[src/rtl/uart_reg_bank.sv]
// Register-side responder for the UART command path: decodes read/write
// commands, executes them against a local 32-bit register bank and returns a one-cycle response.
module uart_reg_bank #(
    parameter int          NUM_REGS  = 8,
    parameter logic [31:0] ID_VALUE  = 32'h5647_4131,
    parameter logic [31:0] RST_VALUE = 32'h0000_0000
) (
    input  logic                     CLK_100M,
    input  logic                     SYS_RST_N,
    input  logic [1:0]               UART_STATE,
    input  logic [31:0]              UART_DATA,
    input  logic [7:0]               UART_ADDR,
    output logic [1:0]               REG_STATE,
    output logic [31:0]              REG_DATA,
    output logic [NUM_REGS*32-1:0]   REG_Q,
    output logic                     REG_WR_STB,
    output logic [7:0]               REG_WR_ADDR
);

    localparam int         AW         = $clog2(NUM_REGS);
    localparam logic [8:0] NUM_REGS_W = 9'(NUM_REGS);

    localparam logic [1:0] CMD_WRITE = 2'b01;
    localparam logic [1:0] CMD_READ  = 2'b10;

    localparam logic [1:0] RSP_NONE  = 2'b00;
    localparam logic [1:0] RSP_WR_OK = 2'b01;
    localparam logic [1:0] RSP_RD_OK = 2'b10;
    localparam logic [1:0] RSP_ERR   = 2'b11;

    typedef enum logic [1:0] {S_IDLE, S_CAPTURE, S_EXEC} state_e;
    typedef enum logic [1:0] {CL_ERR, CL_WRITE, CL_READ} class_e;

    state_e        state_q, state_d;
    class_e        class_q, class_d;
    logic [1:0]    prev_q;
    logic [1:0]    cmd_q;
    logic [7:0]    addr_q;
    logic [31:0]   data_q;
    logic          req;
    logic          addr_ok;
    logic [AW-1:0] addr_idx;

    logic [31:0]   regs_q [NUM_REGS-1:1];
    logic [31:0]   bank   [NUM_REGS];

    logic [1:0]    rsp_state_q, rsp_state_d;
    logic [31:0]   rsp_data_q,  rsp_data_d;
    logic          wr_stb_q,    wr_stb_d;
    logic [7:0]    wr_addr_q,   wr_addr_d;
    logic          wr_en;

    // Only a 00 -> non-00 transition seen while idle starts a command.
    assign req      = (state_q == S_IDLE) && (prev_q == 2'b00) && (UART_STATE != 2'b00);
    assign addr_ok  = {1'b0, addr_q} < NUM_REGS_W;
    assign addr_idx = addr_q[AW-1:0];

    // ---------------- FSM: state register ----------------
    always_ff @(posedge CLK_100M or negedge SYS_RST_N) begin
        if (!SYS_RST_N) begin
            state_q <= S_IDLE;
        end else begin
            // NOTE: sequential state uses <= so every flop samples pre-edge values.
            state_q <= state_d;
        end
    end

    // ---------------- FSM: next state ----------------
    always_comb begin
        // NOTE: default first so no path through the case leaves state_d unassigned (no latch).
        state_d = state_q;
        case (state_q)
            S_IDLE:    if (req) state_d = S_CAPTURE;
            S_CAPTURE: state_d = S_EXEC;
            S_EXEC:    state_d = S_IDLE;
            default:   state_d = S_IDLE;
        endcase
    end

    // ---------------- FSM: outputs (registered one stage later) ----------------
    always_comb begin
        rsp_state_d = RSP_NONE;
        rsp_data_d  = rsp_data_q;
        wr_stb_d    = 1'b0;
        wr_addr_d   = wr_addr_q;
        wr_en       = 1'b0;
        if (state_q == S_EXEC) begin
            case (class_q)
                CL_WRITE: begin
                    wr_en       = 1'b1;
                    wr_stb_d    = 1'b1;
                    wr_addr_d   = addr_q;
                    rsp_state_d = RSP_WR_OK;
                end
                CL_READ: begin
                    rsp_data_d  = bank[addr_idx];
                    rsp_state_d = RSP_RD_OK;
                end
                default: rsp_state_d = RSP_ERR;
            endcase
        end
    end

    always_comb begin
        class_d = CL_ERR;
        if (cmd_q == CMD_WRITE && addr_ok && addr_q != 8'h00) begin
            class_d = CL_WRITE;
        end else if (cmd_q == CMD_READ && addr_ok) begin
            class_d = CL_READ;
        end
    end

    always_ff @(posedge CLK_100M or negedge SYS_RST_N) begin
        if (!SYS_RST_N) begin
            prev_q      <= 2'b00;
            cmd_q       <= 2'b00;
            addr_q      <= 8'h00;
            data_q      <= 32'h0;
            class_q     <= CL_ERR;
            rsp_state_q <= RSP_NONE;
            rsp_data_q  <= 32'h0;
            wr_stb_q    <= 1'b0;
            wr_addr_q   <= 8'h00;
        end else begin
            prev_q <= UART_STATE;
            if (req) begin
                cmd_q  <= UART_STATE;
                addr_q <= UART_ADDR;
                data_q <= UART_DATA;
            end
            if (state_q == S_CAPTURE) class_q <= class_d;
            rsp_state_q <= rsp_state_d;
            rsp_data_q  <= rsp_data_d;
            wr_stb_q    <= wr_stb_d;
            wr_addr_q   <= wr_addr_d;
        end
    end

    // NOTE: the bank is a handful of flops with a defined reset value, so it is
    // reset explicitly; a RAM-style array would be left unreset instead.
    always_ff @(posedge CLK_100M or negedge SYS_RST_N) begin
        if (!SYS_RST_N) begin
            for (int i = 1; i < NUM_REGS; i++) regs_q[i] <= RST_VALUE;
        end else begin
            for (int i = 1; i < NUM_REGS; i++) begin
                if (wr_en && addr_q == 8'(i)) regs_q[i] <= data_q;
            end
        end
    end

    // Address 0 is the read-only ID word; it also appears on the flat export.
    assign bank[0] = ID_VALUE;
    for (genvar g = 1; g < NUM_REGS; g++) begin : g_bank
        assign bank[g] = regs_q[g];
    end
    for (genvar g = 0; g < NUM_REGS; g++) begin : g_flat
        assign REG_Q[32*g +: 32] = bank[g];
    end

    assign REG_STATE   = rsp_state_q;
    assign REG_DATA    = rsp_data_q;
    assign REG_WR_STB  = wr_stb_q;
    assign REG_WR_ADDR = wr_addr_q;

endmodule

[config.mk]
export PLATFORM = sky130hd
export DESIGN_NAME = uart_reg_bank
export DESIGN_NICKNAME = d
export VERILOG_FILES = /design/src/rtl/uart_reg_bank.sv
export SDC_FILE = /design/constraint.sdc
export NUM_CORES = 1
export LEC_CHECK = 0
export CAP_MARGIN = 20
export CORE_MARGIN = 8
export CORE_UTILIZATION = 54
export DETAILED_ROUTE_END_ITERATION = 12
export PLACE_DENSITY_LB_ADDON = 0.15
export SETUP_SLACK_MARGIN = 0.1
export SLEW_MARGIN = 20
export SYNTH_ARGS = -nofsm -noshare
export SYNTH_HDL_FRONTEND = slang
export SYNTH_SLANG_ARGS = --single-unit
[constraint.sdc]
create_clock -name CLK_100M -period 5.48 [get_ports CLK_100M]
set_input_delay 0.822 -clock CLK_100M [delete_from_list [all_inputs] [get_ports CLK_100M]]
set_output_delay 0.822 -clock CLK_100M [all_outputs]
set_load 0.05 [all_outputs]
==> qor.txt, run 1 <==
Status = complete, no violations
# DRC = 0
Sequential cell area fraction in the yosys report = 0.5590
H-Tree Depth = 2
FF+latch count, synth = 315
Reg2Reg Launch Point = addr_q[2]
Worst R2R Setup Slack = 2.13 ns
IO Pins = 343
Grt ovf = 0
Final count of pins violating max slew = 0
Worst-skew pair later-pin latency = 0.52 ns
CP endpoint = REG_Q[145]
Compound-cell area share of the yosys netlist = 0.04419
Worst-path fanout max = 63
Max Cap Viol = 0
Final hold vios = 0
DP Wirelength = 26.31 mm
Initial Util = 0.5458
Cell count after synthesis = 969
Clock Path Buffers = 3
Ys flop type = dfrtp_1
XOR/XNOR share of the synthesized area = 0
CP delay by family, top = simple AND/OR/NAND/NOR gates
DRT iter0 DRCs = 537
Reg2reg path depth = 4
Row count = 59
# setup viols final = 0
DRT Pass-1 Iters = 4
Post-CTS setup buffer count = 0
Initial antenna violation count = 1
Crit path depth = 4
WL per Instance = 24.59 um
Post-CTS resize count = 0
Share of synthesized registers carrying an async set or reset = 1.000
CP Cell Sequence = or3b_2 > nor4_4 > buf_4 > mux2_2
Core footprint = 0.02584 mm2
Total negative setup slack = 0 ns
CTS tree = done
Hold slack = 0.3585 ns
Mux contribution to synthesized area = 0.3111
Crit share post-route = 0.6116
Buffers on Ports = 310
Max Freq = 0.2984 GHz
Via-to-Cell Ratio = 5.687
Die Y = 177.6 um
Final Skew = 0.01407 ns
Synthesized-area fraction occupied by adder cells = 0
GRT Util Overall = 0.2525
Crit path largest cell delay = 1.09 ns
Die ar. = 0.03154 mm2
Commonest non-fill, non-tap cell in the layout = dfrtp_1
Number of global-route vias before repair = 9,965
FILL cells = 1,774
RSZ-0062 raised after global routing = false
Commonest non-fill, non-tap cells in the layout = dfrtp_1, clkdlybuf4s50_1, mux2_2
Post-synth cell types = 32
Highest-delay cell along the critical path = dfrtp_4
Antenna Nets Post-Route = 0
Crit path buf inv count = 1
Total CTS buffers = 35
Largest family of logic cells by synthesized area = multiplexers
Antenna Cells = 0
Area Overhead vs Synth = 30.65%
Cell area after synthesis = 0.01410 mm2
Syn_area_per_cell = 14.55 um2
Element type at the critical path end = flip-flop
Headroom to the max-slew limit = 0.2639
Worst R2R End = REG_Q[145]
# hold bufs at CTS = 0
Fin nets = 1,312
Layout cells sized above 1 = 0.3067
Pleak = 0.008520 uW
First-pass GRT wire length = 61.00 mm
Vias = 9,247
Critical path arrival = 3.75 ns
Clock slew at reported path FFs = 0.06 ns
Tmin final = 3.351 ns
Power per cell area = 327.2 mW/mm2
Sink Count = 315
GP Congestion = 0.7792
CP startpoint kind = flip-flop
CP Data Required Time = 5.87 ns
Hold crit path type = primary input to async pin
Maximum VDD drop = 0.0002889 V
Worst Tran Pin Value = 1.104 ns
Die Wd = 177.6 um
Final WS setup = 2.129 ns
Post-synth EDFFs = 0
Clock root cell = clkbuf_16
Routed wire length = 39.98 mm
Crit path launch = addr_q[2]
Synth Warn # = 0
Pre-CTS WS = 2.051 ns
Simple-gate area share of the yosys netlist = 0.03567
Type of the worst setup path = flip-flop to flip-flop
Largest net degree at the start of global routing = 134
kinds of logic after synthesis:
logic type | after synthesis
buffers and inverters | 103
other | 2
and+or+nand+nor | 72
DFF | 315
muxes | 383
AOI/OAI and AO/OA | 94
area by class of cell:
class | instances | area, um2 | area share
Sequential cell | 315 | 7891 | 0.4283
Tap cell | 335 | 419.2 | 0.02275
Timing Repair Buffer | 331 | 3291 | 0.1786
Clock buffer | 50 | 1023 | 0.05556
Inverter | 4 | 15.01 | 0.0008150
Multi-Input combinational cell | 581 | 5658 | 0.3071
Clock inverter | 10 | 125.1 | 0.006792
how the worst min path moves through the flow:
stage / from / to / slack, ns / cells past startpoint
final: SYS_RST_N / REG_STATE[1] / 0.36 / 1
after floorplan: class_q[1] / REG_STATE[0] / 0.47 / 1
after global placement: REG_DATA[22] / REG_DATA[22] / 0.47 / 2
after CTS: SYS_RST_N / REG_Q[92] / 0.40 / 1
after global routing: SYS_RST_N / REG_STATE[1] / 0.45 / 1
after detailed placement: REG_DATA[16] / REG_DATA[16] / 0.47 / 2
registers in the layout (all words and copies together) (netlist names), 2 cells and up:
register,cells
REG_Q,224
class_q,2
prev_q,2
REG_DATA,32
addr_q,8
state_q,2
data_q,32
REG_WR_ADDR,8
REG_STATE,2
cmd_q,2
power breakdown:
part	switching (uW)	internal (uW)
sequential	295	2460
combinational	550	381
clock	940	1400
total	1780	4240
synth_stat cells (all sizes together) (2+ instances only):
library cell,number,area share
nand3b,4,0.0021
a211o,19,0.012
nor2b,14,0.0062
o21ai,13,0.0046
clkbuf,25,0.0067
mux4,13,0.021
mux2,312,0.25
dfrtp,315,0.56
nor4,8,0.011
mux2i,58,0.041
nand4bb,2,0.0016
a221oi,19,0.012
inv,4,0.0011
or4,2,0.0011
nand2,14,0.0037
nor2,19,0.0051
nand2b,2,0.00089
or3b,4,0.0025
conb,2,0.00053
a21oi,40,0.014
buf,74,0.042
metal layers:
| metal | global-route usage | up-vias | routed length (um) |
|---|---|---|---|
| li1 | - | 4058 | - |
| met1 | 0.3189 | 4807 | 16380 |
| met2 | 0.4149 | 308 | 19210 |
| met3 | 0.07191 | 72 | 3292 |
| met4 | 0.08058 | 2 | 1090 |
| met5 | 0 | - | 10 |
metrics by stage:
stage | utilization | total power, uW | instance area, um2 | instances
6_report | 0.7130 | 6028 | 18420 | 1626
5_1_grt | 0.7130 | 6239 | 18420 | 1626
4_1_cts | 0.7130 | 6069 | 18420 | 1626
3_5_place_dp | 0.6685 | 3728 | 17270 | 1566
3_3_place_gp | 0.6682 | 3711 | 17270 | 1565
2_1_floorplan | - | 3361 | 14210 | 999
worst register-to-register path: stages, from the launching register on:
cell and delay [ns]:
dfrtp_4 1.09, or3b_2 0.54, nor4_4 0.74, buf_4 0.47
mux2_2 0.39
No activity file was read; power rests on OpenSTA's default activity.
==> inputs of run 2 (changes only) <==
Settings changed: CORE_UTILIZATION 54 to 45.
Clock period 5.48 ns to 2.8 ns, I/O delays scaled along.
==> run 2 against run 1 <==
Against the previous run:
- critical path depth increased by 1
- highest routed layer is now met4
- clock skew increased by 0.0036 ns
- largest cell class unchanged
- critical path type unchanged
- setup slack got worse by 1.7 ns
==> qor.txt, run 2 (synthesis results as in run 1) <==
Commonest non-fill, non-tap cells in the layout = dfrtp_1, clkdlybuf4s50_1, mux2_2
Worst Tran Pin Value = 0.8339 ns
Final count of pins violating max slew = 0
Maximum VDD drop = 0.0004286 V
Clock Path Buffers = 3
GP Congestion = 0.7615
Final Skew = 0.01763 ns
Combinational share of power = 0.171
Switching power = 3512 uW
Hold crit path type = primary input to flip-flop
CP startpoint kind = flip-flop
CTS tree = done
Antenna Nets Post-Route = 0
Tmin final = 2.324 ns
IO Pins = 343
# setup viols final = 0
Sw frac = 0.2906
First-pass GRT wire length = 62.85 mm
Seq pwr share = 0.433
Max Freq = 0.4302 GHz
GRT Util Overall = 0.2220
Max Cap Viol = 0
Pre-CTS WS = 0.4736 ns
Element type at the critical path end = flip-flop
Via-to-Cell Ratio = 5.402
Row count = 65
FILL cells = 2,496
Critical path arrival = 2.71 ns
Power per cell area = 642.9 mW/mm2
Headroom to the max-slew limit = 0.4441
CP Cell Sequence = or4_1 > buf_4 > nor4_4 > buf_4 > mux2_2
Sink Count = 315
Clock root cell = clkbuf_16
Initial Util = 0.4515
Final hold vios = 0
Total negative setup slack = 0 ns
DRT iter0 DRCs = 456
Die Y = 193.0 um
Commonest non-fill, non-tap cell in the layout = dfrtp_1
Crit path buf inv count = 2
DRT Pass-1 Iters = 4
Die ar. = 0.03726 mm2
# DRC = 0
Buffers on Ports = 310
Fin nets = 1,330
WL per Instance = 24.45 um
Internal = 8574 uW
Core footprint = 0.03123 mm2
CP Data Required Time = 3.19 ns
Clock slew at reported path FFs = 0.06 ns
RSZ-0062 raised after global routing = false
Type of the worst setup path = flip-flop to flip-flop
Worst-skew pair later-pin latency = 0.52 ns
Highest-delay cell along the critical path = or4_1
Crit path largest cell delay = 0.54 ns
CP delay by family, top = simple AND/OR/NAND/NOR gates
Pleak = 0.008659 uW
Number of global-route vias before repair = 9,793
Post-CTS resize count = 0
Most frequent CP cell = buf_4
Status = complete, no violations
Total CTS buffers = 37
Max reg flops = 224
Vias = 9,238
Clk pwr share = 0.396
Final WS setup = 0.4757 ns
Routed wire length = 41.82 mm
Crit share post-route = 0.8301
H-Tree Depth = 2
DP Wirelength = 28.07 mm
Initial antenna violation count = 0
Worst-path fanout max = 21
Layout cells sized above 1 = 0.3139
Area Overhead vs Synth = 33.31%
Grt ovf = 0
Die Wd = 193.0 um
Largest net degree at the start of global routing = 88
==> run 2: per-layer routing <==
layer  track usage  part of all wire  vias up
met5             0                 0        -
met4       0.05917             0.020        0
met3       0.06223             0.075       62
met2        0.3523              0.47      287
met1        0.2968              0.44     4780
li1              -                 -     4109
==> run 2: cell type report <==
| cell class | count | area [um2] | share of cell area |
|---|---|---|---|
| flip-flops and latches | 315 | 7891 | 0.4198 |
| clock buffers | 51 | 1081 | 0.05751 |
| inverters | 4 | 15.01 | 0.0007987 |
| diodes | 2 | 5.005 | 0.0002662 |
| clock inverters | 8 | 126.4 | 0.006723 |
| multi-input cells | 581 | 5668 | 0.3015 |
| repair buffers | 347 | 3508 | 0.1866 |
| well taps | 402 | 503.0 | 0.02676 |
==> run 2: what timing repair did <==
item | 4_1_cts | 5_1_grt
endpoints found under the hold margin | 53 | 0
setup buffers | 0 | 0
hold buffers | 1 | 0
==> run 2: worst paths after layout <==
| kind | from | endpoint | slack (ns) | cells past startpoint |
|---|---|---|---|---|
| hold / removal | UART_STATE[1] | prev_q[1] | 0.44 | 1 |
| setup / recovery | addr_q[4] | REG_Q[181] | 0.48 | 5 |
| setup reg to reg | addr_q[4] | REG_Q[181] | 0.48 | 5 |
| hold reg to reg | REG_DATA[17] | REG_DATA[17] | 0.48 | 2 |
| min in group asynchronous | SYS_RST_N | REG_WR_ADDR[6] | 0.45 | 2 |
| max in group asynchronous | SYS_RST_N | REG_Q[178] | 1.54 | 3 |
==> run 2: power by group through the flow <==
stage / Combinational, uW / Clock, uW / Sequential, uW
after floorplan: 1050 / 0 / 5520
after global placement: 2040 / 0 / 5300
after detailed placement: 2070 / 0 / 5300
after CTS: 2080 / 4910 / 5230
after global routing: 2190 / 5090 / 5290
final: 2060 / 4790 / 5240
==> run 2: stage by stage <==
step                instances    util  cell area, um2  hold slack [ns]  power (uW)
finish                   1710  0.6019           18800           0.4358       12090
global placement         1647  0.5623           17560           0.3990        7338
detailed placement       1648  0.5628           17580           0.4001        7376
global route             1708  0.6018           18790           0.4356       12560
CTS                      1708  0.6018           18790           0.4098       12220
floorplan                 999       -           14210           0.1244        6578
